### src/rtl/piradip_axis_ram_stream_reader.sv
// piradip_axis_ram_stream_reader
// Playback engine for the stream side of a sample buffer. Walks a synchronous-read RAM port
// from a start offset to an end offset (looping or one-shot), tracks the reads still in flight
// through the RAM pipeline and lands the returned words in a first-word-fall-through FIFO
// that feeds an AXI4-Stream manager. Reads are only issued while the FIFO plus in-flight
// reads leave PROG_FULL_THRESH slots in reserve, so the FIFO can never overflow.

module piradip_axis_ram_stream_reader #(
    parameter int DATA_WIDTH       = 256,
    parameter int ADDR_WIDTH       = 10,
    parameter int READ_LATENCY     = 1,
    parameter int FIFO_DEPTH       = 16,
    parameter int PROG_FULL_THRESH = 5
) (
    input  logic                  clk_in,
    input  logic                  rst_in,
    input  logic                  cfg_update,
    input  logic                  cfg_active,
    input  logic                  cfg_one_shot,
    input  logic [ADDR_WIDTH-1:0] cfg_start_offset,
    input  logic [ADDR_WIDTH-1:0] cfg_end_offset,
    output logic                  running,
    output logic                  stopped,
    output logic                  mem_en,
    output logic [ADDR_WIDTH-1:0] mem_addr,
    input  logic [DATA_WIDTH-1:0] mem_rdata,
    output logic                  m_tvalid,
    input  logic                  m_tready,
    output logic [DATA_WIDTH-1:0] m_tdata
);

    localparam int PTR_W = $clog2(FIFO_DEPTH);
    localparam int CW    = $clog2(FIFO_DEPTH + READ_LATENCY + 1) + 1;
    localparam logic [CW-1:0] SPACE_LIMIT = CW'(FIFO_DEPTH - PROG_FULL_THRESH);

    typedef enum logic {
        ST_IDLE,
        ST_RUN
    } state_t;

    state_t                  state_q;
    logic [ADDR_WIDTH-1:0]   addr_q;
    logic                    stopped_q;
    logic [READ_LATENCY-1:0] pipe_q;

    logic [DATA_WIDTH-1:0]   fifo_mem_q [FIFO_DEPTH];
    logic [PTR_W-1:0]        wr_ptr_q, wr_ptr_d;
    logic [PTR_W-1:0]        rd_ptr_q, rd_ptr_d;
    logic [CW-1:0]           count_q, count_d;

    logic [CW-1:0]           inflight;
    logic                    space;
    logic                    push;
    logic                    pop;

    assign running  = (state_q == ST_RUN);
    assign stopped  = stopped_q;
    assign mem_addr = addr_q;
    assign mem_en   = running & space;

    assign m_tvalid = (count_q != '0);
    assign m_tdata  = m_tvalid ? fifo_mem_q[rd_ptr_q] : '0;

    // Returned words land in the FIFO unless an update is flushing everything this cycle.
    assign push = pipe_q[READ_LATENCY-1] & ~cfg_update;
    assign pop  = m_tvalid & m_tready;

    // Count reads issued to the RAM whose data has not yet been written into the FIFO.
    always_comb begin
        inflight = '0;
        for (int i = 0; i < READ_LATENCY; i++) begin
            inflight = inflight + CW'(pipe_q[i]);
        end
    end

    // Only issue another read while FIFO plus in-flight reads stay below the reserve line.
    always_comb begin
        space = ((count_q + inflight) < SPACE_LIMIT);
    end

    // Read engine: configuration updates win, otherwise step the address on every issued read.
    always_ff @(posedge clk_in or posedge rst_in) begin
        if (rst_in) begin
            state_q   <= ST_IDLE;
            addr_q    <= '0;
            stopped_q <= 1'b0;
        end else begin
            stopped_q <= 1'b0;
            if (cfg_update) begin
                if (cfg_active) begin
                    state_q <= ST_RUN;
                    addr_q  <= cfg_start_offset;
                end else begin
                    state_q <= ST_IDLE;
                end
            end else if (mem_en) begin
                if (addr_q >= cfg_end_offset) begin
                    addr_q <= cfg_start_offset;
                    if (cfg_one_shot) begin
                        state_q   <= ST_IDLE;
                        stopped_q <= 1'b1;
                    end
                end else begin
                    addr_q <= addr_q + ADDR_WIDTH'(1);
                end
            end
        end
    end

    // Shift register marking which RAM pipeline stages carry a real read; cleared on update.
    always_ff @(posedge clk_in or posedge rst_in) begin
        if (rst_in) begin
            pipe_q <= '0;
        end else if (cfg_update) begin
            pipe_q <= '0;
        end else begin
            pipe_q[0] <= mem_en;
            for (int i = 1; i < READ_LATENCY; i++) begin
                pipe_q[i] <= pipe_q[i-1];
            end
        end
    end

    // Next FIFO pointers and occupancy; a simultaneous push and pop leaves the count unchanged.
    always_comb begin
        wr_ptr_d = wr_ptr_q;
        rd_ptr_d = rd_ptr_q;
        count_d  = count_q;
        if (push) begin
            wr_ptr_d = wr_ptr_q + PTR_W'(1);
        end
        if (pop) begin
            rd_ptr_d = rd_ptr_q + PTR_W'(1);
        end
        case ({push, pop})
            2'b10:   count_d = count_q + CW'(1);
            2'b01:   count_d = count_q - CW'(1);
            default: count_d = count_q;
        endcase
    end

    // FIFO bookkeeping registers; an update empties the FIFO in one cycle.
    always_ff @(posedge clk_in or posedge rst_in) begin
        if (rst_in) begin
            wr_ptr_q <= '0;
            rd_ptr_q <= '0;
            count_q  <= '0;
        end else if (cfg_update) begin
            wr_ptr_q <= '0;
            rd_ptr_q <= '0;
            count_q  <= '0;
        end else begin
            wr_ptr_q <= wr_ptr_d;
            rd_ptr_q <= rd_ptr_d;
            count_q  <= count_d;
        end
    end

    // FIFO storage needs no reset: the occupancy count decides what is visible.
    always_ff @(posedge clk_in) begin
        if (push) begin
            fifo_mem_q[wr_ptr_q] <= mem_rdata;
        end
    end

endmodule

### config.mk
export PLATFORM = sky130hd
export DESIGN_NAME = piradip_axis_ram_stream_reader
export DESIGN_NICKNAME = d
export VERILOG_FILES = /design/src/rtl/piradip_axis_ram_stream_reader.sv
export SDC_FILE = /design/constraint.sdc
export NUM_CORES = 2
export LEC_CHECK = 0
export ABC_AREA = 0
export ABC_CLOCK_PERIOD_IN_PS = 10250
export BUFFER_PORTS_ARGS = -buffer_cell sky130_fd_sc_hd__buf_2
export CAP_MARGIN = 20
export CORE_ASPECT_RATIO = 0.8
export CORE_MARGIN = 2
export CORE_UTILIZATION = 61
export DETAILED_ROUTE_END_ITERATION = 10
export MAX_ROUTING_LAYER = met4
export PLACE_DENSITY = 0.79
export SETUP_SLACK_MARGIN = 0.4
export SYNTH_ARGS = -nofsm -noshare
export SYNTH_HDL_FRONTEND = slang
export SYNTH_SLANG_ARGS = --single-unit
export TNS_END_PERCENT = 10
### constraint.sdc
create_clock -name clk_in -period 10.25 [get_ports clk_in]
set_input_delay 0 -clock clk_in [delete_from_list [all_inputs] [get_ports clk_in]]
set_output_delay 0 -clock clk_in [all_outputs]
set_load 0.1 [all_outputs]
==> run_results.csv <==
group,metric,value,unit
setup_path,cp-startpoint,"rd_ptr_q[2]",
sta,fmax,193,MHz
cts,clock_latency,0.89,ns
finish,area.sequential,0.124,sq mm
setup_path,r2r_setup_slack,5.96,ns
power_and_ir_drop,ir_drop,0.347,mV
yosys,yosysSeqAreaShare,78.8,%
route,drc,0,
yosys,syn_inst,6190,
setup_path,crit_required,10.25,ns
finish,multiInputGateArea,0.0318,sq mm
yosys,ys_types,48,
placement,place_congestion,0.793,
cts,path_clk_slew,0.06,ns
yosys,synth_area,0.157,sq mm
sta,fin_setup_tns,0,ns
placement,dp_slack,6.02,ns
cts,postCtsSetupRepairBufs,0,
setup_path,rr_worst_depth,6,
sta,setup_violations,0,
yosys,synth-seq-cells,4123,
cts,cts_tree,"built",
cts,cts_sinks,4123,
finish,nets,7580,
cts,cts_buffer_depth,4,
power_and_ir_drop,power.density,246,mW/mm^2
setup_path,rr_endpoint,"fifo_mem_q[4][188]",
grt,grt-ovfl-total,0,
route,dr.pass1.iters,8,
cts,hold_buffers,375,
grt,grt_pass1_wl,559000,um
route,viasPerCell,6.74,
setup_path,crit_fanout,68,
route,ant_nets,0,
power_and_ir_drop,p_leak,55.6,nW
die,die_area,0.261,sq mm
placement,io_buffers,551,
die,pin_count,552,
grt,antenna_found_initial,60,
setup_path,cp-endpoint,"m_tdata[221]",
setup_path,arrival,5.19,ns
grt,track_usage,31.1,%
setup_path,crit_type,"reg2out",
finish,syn_to_final_growth,14.5,%
yosys,syn_nets,6492,
sta,setup_ws,5.06,ns
route,drt_iter0_drc,10757,
finish,drive_above_1_share,32.7,%
status,status,"finished clean",
die,rows,166,
sta,hold_viol_final,0,
sta,max_slew_margin,10.4,%
finish,n_fill_cell,14240,
min_path,min-delay-path-class,"in2reg",
sta,drv_slew,0,
placement,dp_hpwl,174000,um
cts,root_buffer,"clkbuf_16",
route,routed_wl,393000,um
grt,grt_max_degree,146,
die,fp.dieW,571,um
setup_path,endpoint_kind,"output pin",
job,cap_violations,0,
cts,cts.htree.levels,5,
yosys,ys.flop_type,"edfxtp_1",
cts,numCtsBuffers,378,
route,routedWlPerCell,35.4,um
die,core,0.256,sq mm
sta,min_period,5.19,ns
route,vias,74723,
sta,rsz0062_at_grt,"false",
setup_path,start_kind,"flop",
sta,tightest_slew,1.34,ns
sta,fin_crit_sh,50.6,%
yosys,ys.warnings.count,0,
cts,ctsResizeCount,0,
sta,fin_skew,0.0445,ns
yosys,synth.avg_cell_area,25.4,sq um
die,die_h,458,um
yosys,async_reset_ff_share,0.655,%
grt,grt_pass1_vias,78470,
setup_path,worst_r2r_startpoint,"pipe_q",
die,initial_core_util,61.3,%
yosys,synth-edff-count,4096,
cell type report:
type                       instances  area share, %
tap                             3444           2.40
clock inverter                   225           1.15
clock buffer                     465           5.53
sequential                      4123           68.8
inverter                          22         0.0460
antenna                           54         0.0752
timing repair buffer            1032           4.30
multi-input combinational       1721           17.7
cells in the mapped netlist (all sizes together), types with 2 or more instances:
cell    instances  area [sq um]
a21oi           6          30.0
a22oi           7          52.6
a31oi           3          18.8
and2          273          1710
and3            6          37.5
buf           145           796
clkbuf        179           672
dfrtp          27           676
edfxtp       4096        123000
ha             20           250
inv            22          82.6
mux2i          10           100
mux4         1280         28800
nand2          14          52.6
nand2b          2          12.5
nand3           8          40.0
nand4           2          12.5
nor2           24          90.1
nor2b           2          12.5
nor3            8          40.0
nor3b           2          15.0
o211ai          2          15.0
o21a            3          22.5
o21ai          13          76.3
or2             2          12.5
or3             2          12.5
or4             2          15.0
xnor2           7          61.3
xor2            7          61.3
state kept, by name (all words and copies together), names as in the netlist:
name	count
pipe_q	1
rd_ptr_q	4
running	1
count_q	6
wr_ptr_q	4
mem_addr	10
stopped	1
fifo_mem_q	4096
how the worst min path moves through the flow:
stage	cells past startpoint	endpoint	startpoint	slack, ns
after floorplan	1	count_q[0]	rst_in	0.05
after global placement	3	mem_addr[0]	rst_in	0.09
after detailed placement	3	mem_addr[3]	rst_in	0.09
after CTS	2	fifo_mem_q[12][82]	mem_rdata[82]	0.00008
after global routing	2	fifo_mem_q[14][192]	mem_rdata[192]	0.03
final	2	fifo_mem_q[13][192]	mem_rdata[192]	0.05
kinds of logic (layout without fill, tap and decap cells):
logic type	after synthesis	count (layout)	share of synthesized area (%)
AO/OA/AOI/OAI	44	44	0.190
XOR/XNOR	14	14	0.0781
adder cells (fa/ha/maj)	20	20	0.159
buffers and inverters	346	1744	0.988
flip-flops	4123	4123	78.8
multiplexers	1291	1291	18.4
other	0	54	0
AND/OR/NAND/NOR	352	352	1.34
per-stage QoR:
stage | util, % | total power, W | hold WS (ns) | cell area, sq um | cells
global placement | 64.0 | 0.0302 | 0.0857 | 164000 | 9966
CTS | 70.2 | 0.0443 | 0.0000840 | 180000 | 11031
floorplan | - | 0.0280 | 0.0527 | 157000 | 6190
global route | 70.2 | 0.0452 | 0.0312 | 180000 | 11081
finish | 70.2 | 0.0442 | 0.0497 | 180000 | 11086
detailed placement | 64.0 | 0.0303 | 0.0891 | 164000 | 9966
critical path, cell delays in order (launching register included):
cell	delay (ns)
dfrtp_4	0.80
buf_4	0.92
buf_4	0.92
mux4_2	0.46
mux4_2	0.52
and2_1	0.18
buf_2	0.29
cells in the final DEF (no fill, tap or decap), drive strengths merged, types with 6 or more instances in the layout:
cell         Yosys  layout
nor3             8       8
clkinv           0     166
nand2           14      14
xor2             7       7
edfxtp        4096    4096
dlygate4sd3      0     375
nand3            8       8
mux4          1280    1280
bufinv           0      35
a21oi            6       6
mux2i           10      10
ha              20      20
diode            0      54
dfrtp           27      27
and2           273     273
inv             22      35
xnor2            7       7
buf            145     657
o21ai           13      13
clkbuf         179     465
a22oi            7       7
and3             6       6
nor2            24      24
clkinvlp         0      11
layer usage:
metal  vias to the layer above  wire length, um  track usage, %
li1                      29073                -               -
met1                     39688           137000            40.0
met2                      5194           202000            49.9
met3                       768            38700            6.13
met4                         0            15100            12.2
met5                         -                0               -
power breakdown:
group	internal (W)	switching (W)
logic	0.00309	0.00833
clock network	0.00779	0.00618
registers	0.0187	0.000103
No activity file was read; power rests on OpenSTA's default activity.
